$ cat src/rtl/keypad_pkg.sv
`default_nettype none
// ============================================================================
//  Module      : keypad_pkg
//  Description : Shared types, constants and helpers for the 4x4 keypad
//                scanner (scan/debounce state encoding, column reset
//                pattern, lowest-zero-bit index helper).
//  Revision    : 1.0 - initial release
// ============================================================================
package keypad_pkg;

  typedef enum logic [1:0] {
    SCAN        = 2'd0,
    DEB_PRESS   = 2'd1,
    HELD        = 2'd2,
    DEB_RELEASE = 2'd3
  } state_t;

  localparam logic [3:0] COL_RESET = 4'b1110;

  // Index of the lowest bit that is 0. With no zero bit the result is 0;
  // callers only use it on vectors known to contain a zero.
  function automatic logic [1:0] row_to_idx(input logic [3:0] v);
    logic [1:0] idx;
    idx = 2'd0;
    for (int i = 3; i >= 0; i--) begin
      if (!v[i]) idx = 2'(i);
    end
    return idx;
  endfunction

endpackage : keypad_pkg
`default_nettype wire

$ cat src/rtl/keypad_scanner_if.sv
`default_nettype none
// ============================================================================
//  Module      : keypad_scanner_if
//  Description : Keypad-side and consumer-side signals of the scanner.
//                  row_in   - keypad rows, active low (into scanner)
//                  col_out  - one-hot-low column drive (from scanner)
//                  keyEvent - high while a debounced key is held
//                  keyValue - code of the last accepted key (row*4 + col)
//                master = scanner, slave = keypad/consumer environment.
//  Revision    : 1.0 - initial release
// ============================================================================
interface keypad_scanner_if;
  logic [3:0] row_in;
  logic [3:0] col_out;
  logic       keyEvent;
  logic [3:0] keyValue;

  modport master (
    input  row_in,
    output col_out,
    output keyEvent,
    output keyValue
  );

  modport slave (
    output row_in,
    input  col_out,
    input  keyEvent,
    input  keyValue
  );
endinterface : keypad_scanner_if
`default_nettype wire

$ cat src/rtl/sync2.sv
`default_nettype none
// ============================================================================
//  Module      : sync2
//  Description : Two-flop synchroniser for asynchronous inputs.
//  Ports       : clk   - clock
//                rst   - asynchronous active-low reset (loads RESET_VAL)
//                d     - asynchronous input
//                q     - synchronised output
//  Revision    : 1.0 - initial release
// ============================================================================
module sync2 #(
  parameter int               WIDTH     = 4,
  parameter logic [WIDTH-1:0] RESET_VAL = '1
) (
  input  logic             clk,
  input  logic             rst,
  input  logic [WIDTH-1:0] d,
  output logic [WIDTH-1:0] q
);

  logic [WIDTH-1:0] meta_q;
  logic [WIDTH-1:0] sync_q;

  always_ff @(posedge clk or negedge rst) begin
    if (!rst) begin
      meta_q <= RESET_VAL;
      sync_q <= RESET_VAL;
    end else begin
      meta_q <= d;
      sync_q <= meta_q;
    end
  end

  assign q = sync_q;

endmodule : sync2
`default_nettype wire

$ cat src/rtl/keypad_scanner.sv
`default_nettype none
// ============================================================================
//  Module      : keypad_scanner
//  Description : Scans a 4x4 active-low matrix keypad, debounces presses and
//                releases, and emits a keyEvent level plus keyValue code.
//  Ports       : clk - system clock, rising edge
//                rst - asynchronous active-low reset
//                kif - keypad_scanner_if.master (row_in, col_out,
//                      keyEvent, keyValue)
//  Revision    : 1.0 - initial release
// ============================================================================
module keypad_scanner
  import keypad_pkg::*;
#(
  parameter int SCAN_DIV     = 16,
  parameter int DEBOUNCE_CNT = 4
) (
  input  logic               clk,
  input  logic               rst,
  keypad_scanner_if.master   kif
);

  localparam int DIV_W  = $clog2(SCAN_DIV);
  localparam int DCNT_W = $clog2(DEBOUNCE_CNT + 1);

  localparam logic [DIV_W-1:0]  DIV_LAST  = DIV_W'(SCAN_DIV - 1);
  localparam logic [DCNT_W-1:0] DCNT_ONE  = DCNT_W'(1);
  localparam logic [DCNT_W-1:0] DCNT_MAX  = DCNT_W'(DEBOUNCE_CNT);
  // The current sample is the one that completes the count when dcnt already
  // holds DEBOUNCE_CNT-1 agreeing samples.
  localparam logic [DCNT_W-1:0] DCNT_LAST = DCNT_W'(DEBOUNCE_CNT - 1);

  logic [3:0]        row_s;

  state_t            state_q,     state_d;
  logic [DIV_W-1:0]  div_q,       div_d;
  logic [3:0]        col_q,       col_d;
  logic [1:0]        row_idx_q,   row_idx_d;
  logic [1:0]        col_idx_q,   col_idx_d;
  logic [DCNT_W-1:0] dcnt_q,      dcnt_d;
  logic              key_event_q, key_event_d;
  logic [3:0]        key_value_q, key_value_d;

  logic              sample;
  logic              key_low;
  logic              dcnt_done;
  logic [3:0]        col_next;

  sync2 #(
    .WIDTH     (4),
    .RESET_VAL (4'hF)
  ) u_row_sync (
    .clk (clk),
    .rst (rst),
    .d   (kif.row_in),
    .q   (row_s)
  );

  always_comb begin
    state_d     = state_q;
    col_d       = col_q;
    row_idx_d   = row_idx_q;
    col_idx_d   = col_idx_q;
    dcnt_d      = dcnt_q;
    key_event_d = key_event_q;
    key_value_d = key_value_q;

    div_d     = (div_q == DIV_LAST) ? '0 : div_q + 1'b1;
    sample    = (div_q == DIV_LAST);
    key_low   = ~row_s[row_idx_q];
    dcnt_done = (dcnt_q >= DCNT_LAST);
    col_next  = {col_q[2:0], col_q[3]};

    unique case (state_q)
      SCAN: begin
        if (sample) begin
          if (row_s == 4'hF) begin
            col_d = col_next;
          end else begin
            row_idx_d = row_to_idx(row_s);
            col_idx_d = row_to_idx(col_q);
            dcnt_d    = DCNT_ONE;
            // A single required sample means the detecting sample accepts.
            if (DEBOUNCE_CNT == 1) begin
              key_value_d = {row_to_idx(row_s), row_to_idx(col_q)};
              key_event_d = 1'b1;
              state_d     = HELD;
            end else begin
              state_d     = DEB_PRESS;
            end
          end
        end
      end

      DEB_PRESS: begin
        if (sample) begin
          if (key_low) begin
            if (dcnt_done) begin
              dcnt_d      = DCNT_MAX;
              key_value_d = {row_idx_q, col_idx_q};
              key_event_d = 1'b1;
              state_d     = HELD;
            end else begin
              dcnt_d      = dcnt_q + 1'b1;
            end
          end else begin
            state_d = SCAN;
            col_d   = col_next;
          end
        end
      end

      HELD: begin
        if (sample && !key_low) begin
          dcnt_d = DCNT_ONE;
          if (DEBOUNCE_CNT == 1) begin
            key_event_d = 1'b0;
            state_d     = SCAN;
            col_d       = col_next;
          end else begin
            state_d     = DEB_RELEASE;
          end
        end
      end

      DEB_RELEASE: begin
        if (sample) begin
          if (!key_low) begin
            if (dcnt_done) begin
              dcnt_d      = DCNT_MAX;
              key_event_d = 1'b0;
              state_d     = SCAN;
              col_d       = col_next;
            end else begin
              dcnt_d      = dcnt_q + 1'b1;
            end
          end else begin
            state_d = HELD;
          end
        end
      end

      default: begin
        state_d = SCAN;
      end
    endcase
  end

  always_ff @(posedge clk or negedge rst) begin
    if (!rst) begin
      state_q     <= SCAN;
      div_q       <= '0;
      col_q       <= COL_RESET;
      row_idx_q   <= 2'd0;
      col_idx_q   <= 2'd0;
      dcnt_q      <= '0;
      key_event_q <= 1'b0;
      key_value_q <= 4'd0;
    end else begin
      state_q     <= state_d;
      div_q       <= div_d;
      col_q       <= col_d;
      row_idx_q   <= row_idx_d;
      col_idx_q   <= col_idx_d;
      dcnt_q      <= dcnt_d;
      key_event_q <= key_event_d;
      key_value_q <= key_value_d;
    end
  end

  assign kif.col_out  = col_q;
  assign kif.keyEvent = key_event_q;
  assign kif.keyValue = key_value_q;

endmodule : keypad_scanner
`default_nettype wire
$ cat src/flat_wrapper.sv
// flat-port wrapper written by rule: the top's interface ports become plain ports
module keypad_scanner_flat import keypad_pkg::*;
#(
  parameter int SCAN_DIV     = 16,
  parameter int DEBOUNCE_CNT = 4
)
  (clk, rst, kif_row_in, kif_col_out, kif_keyEvent, kif_keyValue);
  keypad_scanner_if kif_i ();
  input  logic clk;
  input  logic rst;
  input wire logic [$bits(kif_i.row_in)-1:0] kif_row_in;
  output wire logic [$bits(kif_i.col_out)-1:0] kif_col_out;
  output wire logic [$bits(kif_i.keyEvent)-1:0] kif_keyEvent;
  output wire logic [$bits(kif_i.keyValue)-1:0] kif_keyValue;
  assign kif_i.row_in = kif_row_in;
  assign kif_col_out = kif_i.col_out;
  assign kif_keyEvent = kif_i.keyEvent;
  assign kif_keyValue = kif_i.keyValue;
  keypad_scanner #(.SCAN_DIV(SCAN_DIV), .DEBOUNCE_CNT(DEBOUNCE_CNT)) u_core (.clk(clk), .rst(rst), .kif(kif_i));
endmodule
$ cat config.mk
export PLATFORM = sky130hd
export DESIGN_NAME = keypad_scanner_flat
export DESIGN_NICKNAME = d
export VERILOG_FILES = /design/src/rtl/keypad_pkg.sv /design/src/rtl/keypad_scanner_if.sv /design/src/rtl/sync2.sv /design/src/rtl/keypad_scanner.sv /design/src/flat_wrapper.sv
export SDC_FILE = /design/constraint.sdc
export NUM_CORES = 1
export LEC_CHECK = 0
export ABC_AREA = 1
export BUFFER_PORTS_ARGS = -buffer_cell sky130_fd_sc_hd__buf_4
export CAP_MARGIN = 20
export CORE_MARGIN = 1
export CORE_UTILIZATION = 35
export DETAILED_ROUTE_END_ITERATION = 10
export SLEW_MARGIN = 15
export SYNTH_ARGS = -nofsm -noshare
export SYNTH_HDL_FRONTEND = slang
export SYNTH_SLANG_ARGS = --single-unit
export TNS_END_PERCENT = 50
$ cat constraint.sdc
create_clock -name clk -period 2 [get_ports clk]
set_input_delay 0.1 -clock clk [delete_from_list [all_inputs] [get_ports clk]]
set_output_delay 0.1 -clock clk [all_outputs]
set_load 0.02 [all_outputs]
==> results_dict.tcl <==
set metrics [dict create \
    setup_tns_ns 0 \
    clock_sinks 30 \
    synthMuxAreaShare 0 \
    core_um2 3716 \
    hpwl_um 1739 \
    dp_slack_ns 0.3395 \
    end_kind "flip-flop" \
    placed_area_um2 1549 \
    powerDensity_nw_per_um2 1305 \
    grt_pass1_wl_um 4284 \
    critPathLaunchType "flip-flop" \
    worstSkewPairLatency_ns 0.28 \
    yosysSeqAreaShare 0.5524 \
    hp-class "primary input to asynchronous set/reset pin" \
    initial_core_util 0.3724 \
    postCtsSetupBuffers 0 \
    drtAntennaViolNets 0 \
    setup_slack_ns 0.3363 \
    internal_power_mw 1.481 \
    worstPathMaxFanout 5 \
    finalPower_mw 2.272 \
    via_per_inst 4.544 \
    final_area_um2 1742 \
    tightest_slew_ns 0.4698 \
    routed_wl_um 2338 \
    globalRoute.totalOverflow 0 \
    synthAdderAreaFrac 0.02712 \
    place_congestion 0.7729 \
    synth_xor_area_frac 0.01266 \
    area_growth_syn_to_layout_pct 25.86 \
    setup_viol 0 \
    firstDrtPassIters 2 \
    drt-initial-drc-count 51 \
    n_antenna_cell 0 \
    slowest_stage "dfrtp_1" \
    drc 0 \
    cpPeakStageDelay_ns 0.41 \
    antenna_found_initial 0 \
    comb_power_share 0.328 \
    path_clk_slew_ns 0.06 \
    swShare 0.3482 \
    outcome "finished clean" \
    yosysUniqueCellTypes 21 \
    die-area_um2 4209 \
    rsz0062_at_grt "false" \
    synthCells 153 \
    p_leak_nw 0.8494 \
    num_vias 1036 \
    required_ns 2.22 \
    clkPwrFrac 0.329 \
    yosysWarnings 0 \
    seq_area_um2 764.5 \
    arrival_ns 1.88 \
    drive_gt1_frac 0.2778 \
    fillers 351 \
    syn_area_per_cell_um2 9.045 \
    ys_ff_latch 30 \
    p_switching_mw 0.7913 \
    fp.dieH_um 64.88 \
    synth_top_family_by_area "simple AND/OR/NAND/NOR gates" \
    pin_count 15 \
    cts_root_buf "clkbuf_8" \
    finalHoldViolCount 0 \
    synth_compound_area_frac 0.05877 \
    htreeDepth 2 \
    grt_max_degree 31 \
    crit_chain "ha_1 > ha_1 > inv_1 > nand3_1 > nand2_1 > nand2_1 > nand3b_1 > nor2_4 > nand2_2 > nand2_1 > nand2_1" \
    multi_input_area_um2 555.5 \
    grt_usage 0.1355 \
    cts_tree "done" \
    criticalPathCategory "flip-flop to flip-flop" \
    grt_pass1_vias 1003 \
    seq_power_share 0.343 \
    nets 188 \
    drv_slew 0 \
    path_common_cell "nand2_1" \
    syn_area_um2 1384 \
    fin_worst_skew_ns 0.004924 \
    post-route-min-period_ns 1.664 \
    wire_per_inst_um 10.25 \
    fin_hold_ws_ns 0.2833 \
    yosys.area_share.simple 0.3029 \
    port_buffers 14 \
    cts_buffers 5 \
    min_period_over_period 0.8319 \
    die_w_um 64.88 \
    syn_nets 162 \
    rows 22 \
    max_freq_mhz 601.1 \
    ir_worst_vdd_mv 0.5695 \
    max_slew_margin 0.6857 \
    clockBufferDepth 2 \
    cap_viol_max_count 0 \
]
-- final cells by class --
class	instances	area share
inverters	17	0.03664
clock inverters	2	0.03448
well taps	48	0.03448
multi-input cells	106	0.3190
repair buffers	19	0.08908
clock buffers	6	0.04741
flip-flops and latches	30	0.4389
-- critical path: cells and delay by family, from the launching register on --
| kind | cells | cell delay, ns |
|---|---|---|
| flops | 1 | 0.41 |
| simple gates | 8 | 0.77 |
| fa+ha+maj | 2 | 0.38 |
| buf+inv | 1 | 0.05 |
-- per-stage QoR --
step	std cells	util
after detailed placement	215	0.4168
after floorplan	153	-
after CTS	228	0.4687
after global placement	215	0.4168
final	228	0.4687
after global routing	228	0.4687
-- per-layer routing --
metal  wire [um]  track usage  up-vias
met5           0            0        -
met4          30      0.03333        0
met3          81      0.05810        4
met2        1077       0.2174       16
met1        1148       0.1665      475
li1            -            -      541
-- power groups by stage --
| stage | Sequential [mW] | Clock [mW] | Combinational, mW |
|---|---|---|---|
| after floorplan | 0.782 | 0 | 0.589 |
| after global placement | 0.782 | 0 | 0.722 |
| after detailed placement | 0.789 | 0 | 0.741 |
| after CTS | 0.780 | 0.767 | 0.755 |
| after global routing | 0.789 | 0.803 | 0.865 |
| final | 0.778 | 0.748 | 0.746 |
-- final timing paths --
check	cells past startpoint	slack [ns]	end	startpoint
worst max-delay path	11	0.34	u_core.kif.col_out[3]	u_core.dcnt_q[0]
worst min-delay path	2	0.28	u_core.div_q[2]	rst
worst max register to register	11	0.34	u_core.kif.col_out[3]	u_core.dcnt_q[0]
worst min register to register	0	0.36	u_core.u_row_sync.q[0]	u_core.u_row_sync.meta_q[0]
max in group asynchronous	2	1.41	u_core.kif.col_out[1]	rst
min in group clk	0	0.36	u_core.u_row_sync.q[0]	u_core.u_row_sync.meta_q[0]
-- cells by family after synthesis --
family | Yosys count
buf+inv | 17
flops | 30
fa+ha+maj | 3
compound gates | 14
simple gates | 87
xor+xnor | 2
-- placed cells by master (no fill, tap or decap), types with 5 or more instances in the layout --
| cell | count |
|---|---|
| nand3_1 | 13 |
| o21ai_0 | 11 |
| buf_4 | 14 |
| dlygate4sd3_1 | 5 |
| nand2_2 | 6 |
| nor2_1 | 8 |
| dfstp_2 | 11 |
| inv_1 | 13 |
| clkbuf_8 | 6 |
| nand2_1 | 49 |
| dfrtp_1 | 19 |
-- state kept, by name, indices dropped and copies added, names as in the netlist, named ones only --
name                      cells
u_core.col_idx_q              2
u_core.dcnt_q                 3
u_core.div_q                  4
u_core.kif.col_out            4
u_core.kif.keyEvent           1
u_core.kif.keyValue           4
u_core.row_idx_q              2
u_core.state_q                1
u_core.u_row_sync.meta_q      4
u_core.u_row_sync.q           4
-- synth_stat cells --
cell type  number  share of area
nand2_1        49           0.13
dfrtp_1        19           0.34
inv_1          13          0.035
nand3_1        13          0.047
dfstp_2        11           0.21
o21ai_0        11          0.040
nor2_1          8          0.022
nand2_2         6          0.027
inv_2           4          0.011
ha_1            3          0.027
nand4_1         3          0.014
nand3_4         2          0.025
nand3b_1        2          0.011
xor2_1          2          0.013
a21oi_1         1         0.0036
a21oi_4         1          0.012
nand3_2         1         0.0072
nor2_2          1         0.0045
nor2_4          1         0.0081
o21ai_1         1         0.0036
or2_2           1         0.0045
-- repair_timing --
item | in CTS | in global routing
hold endpoints to repair | 23 | 0
resized for setup | 0 | 0
setup endpoints to repair | 0 | 0
hold buffers | 5 | 0
Power figures use the tool's default switching activity.
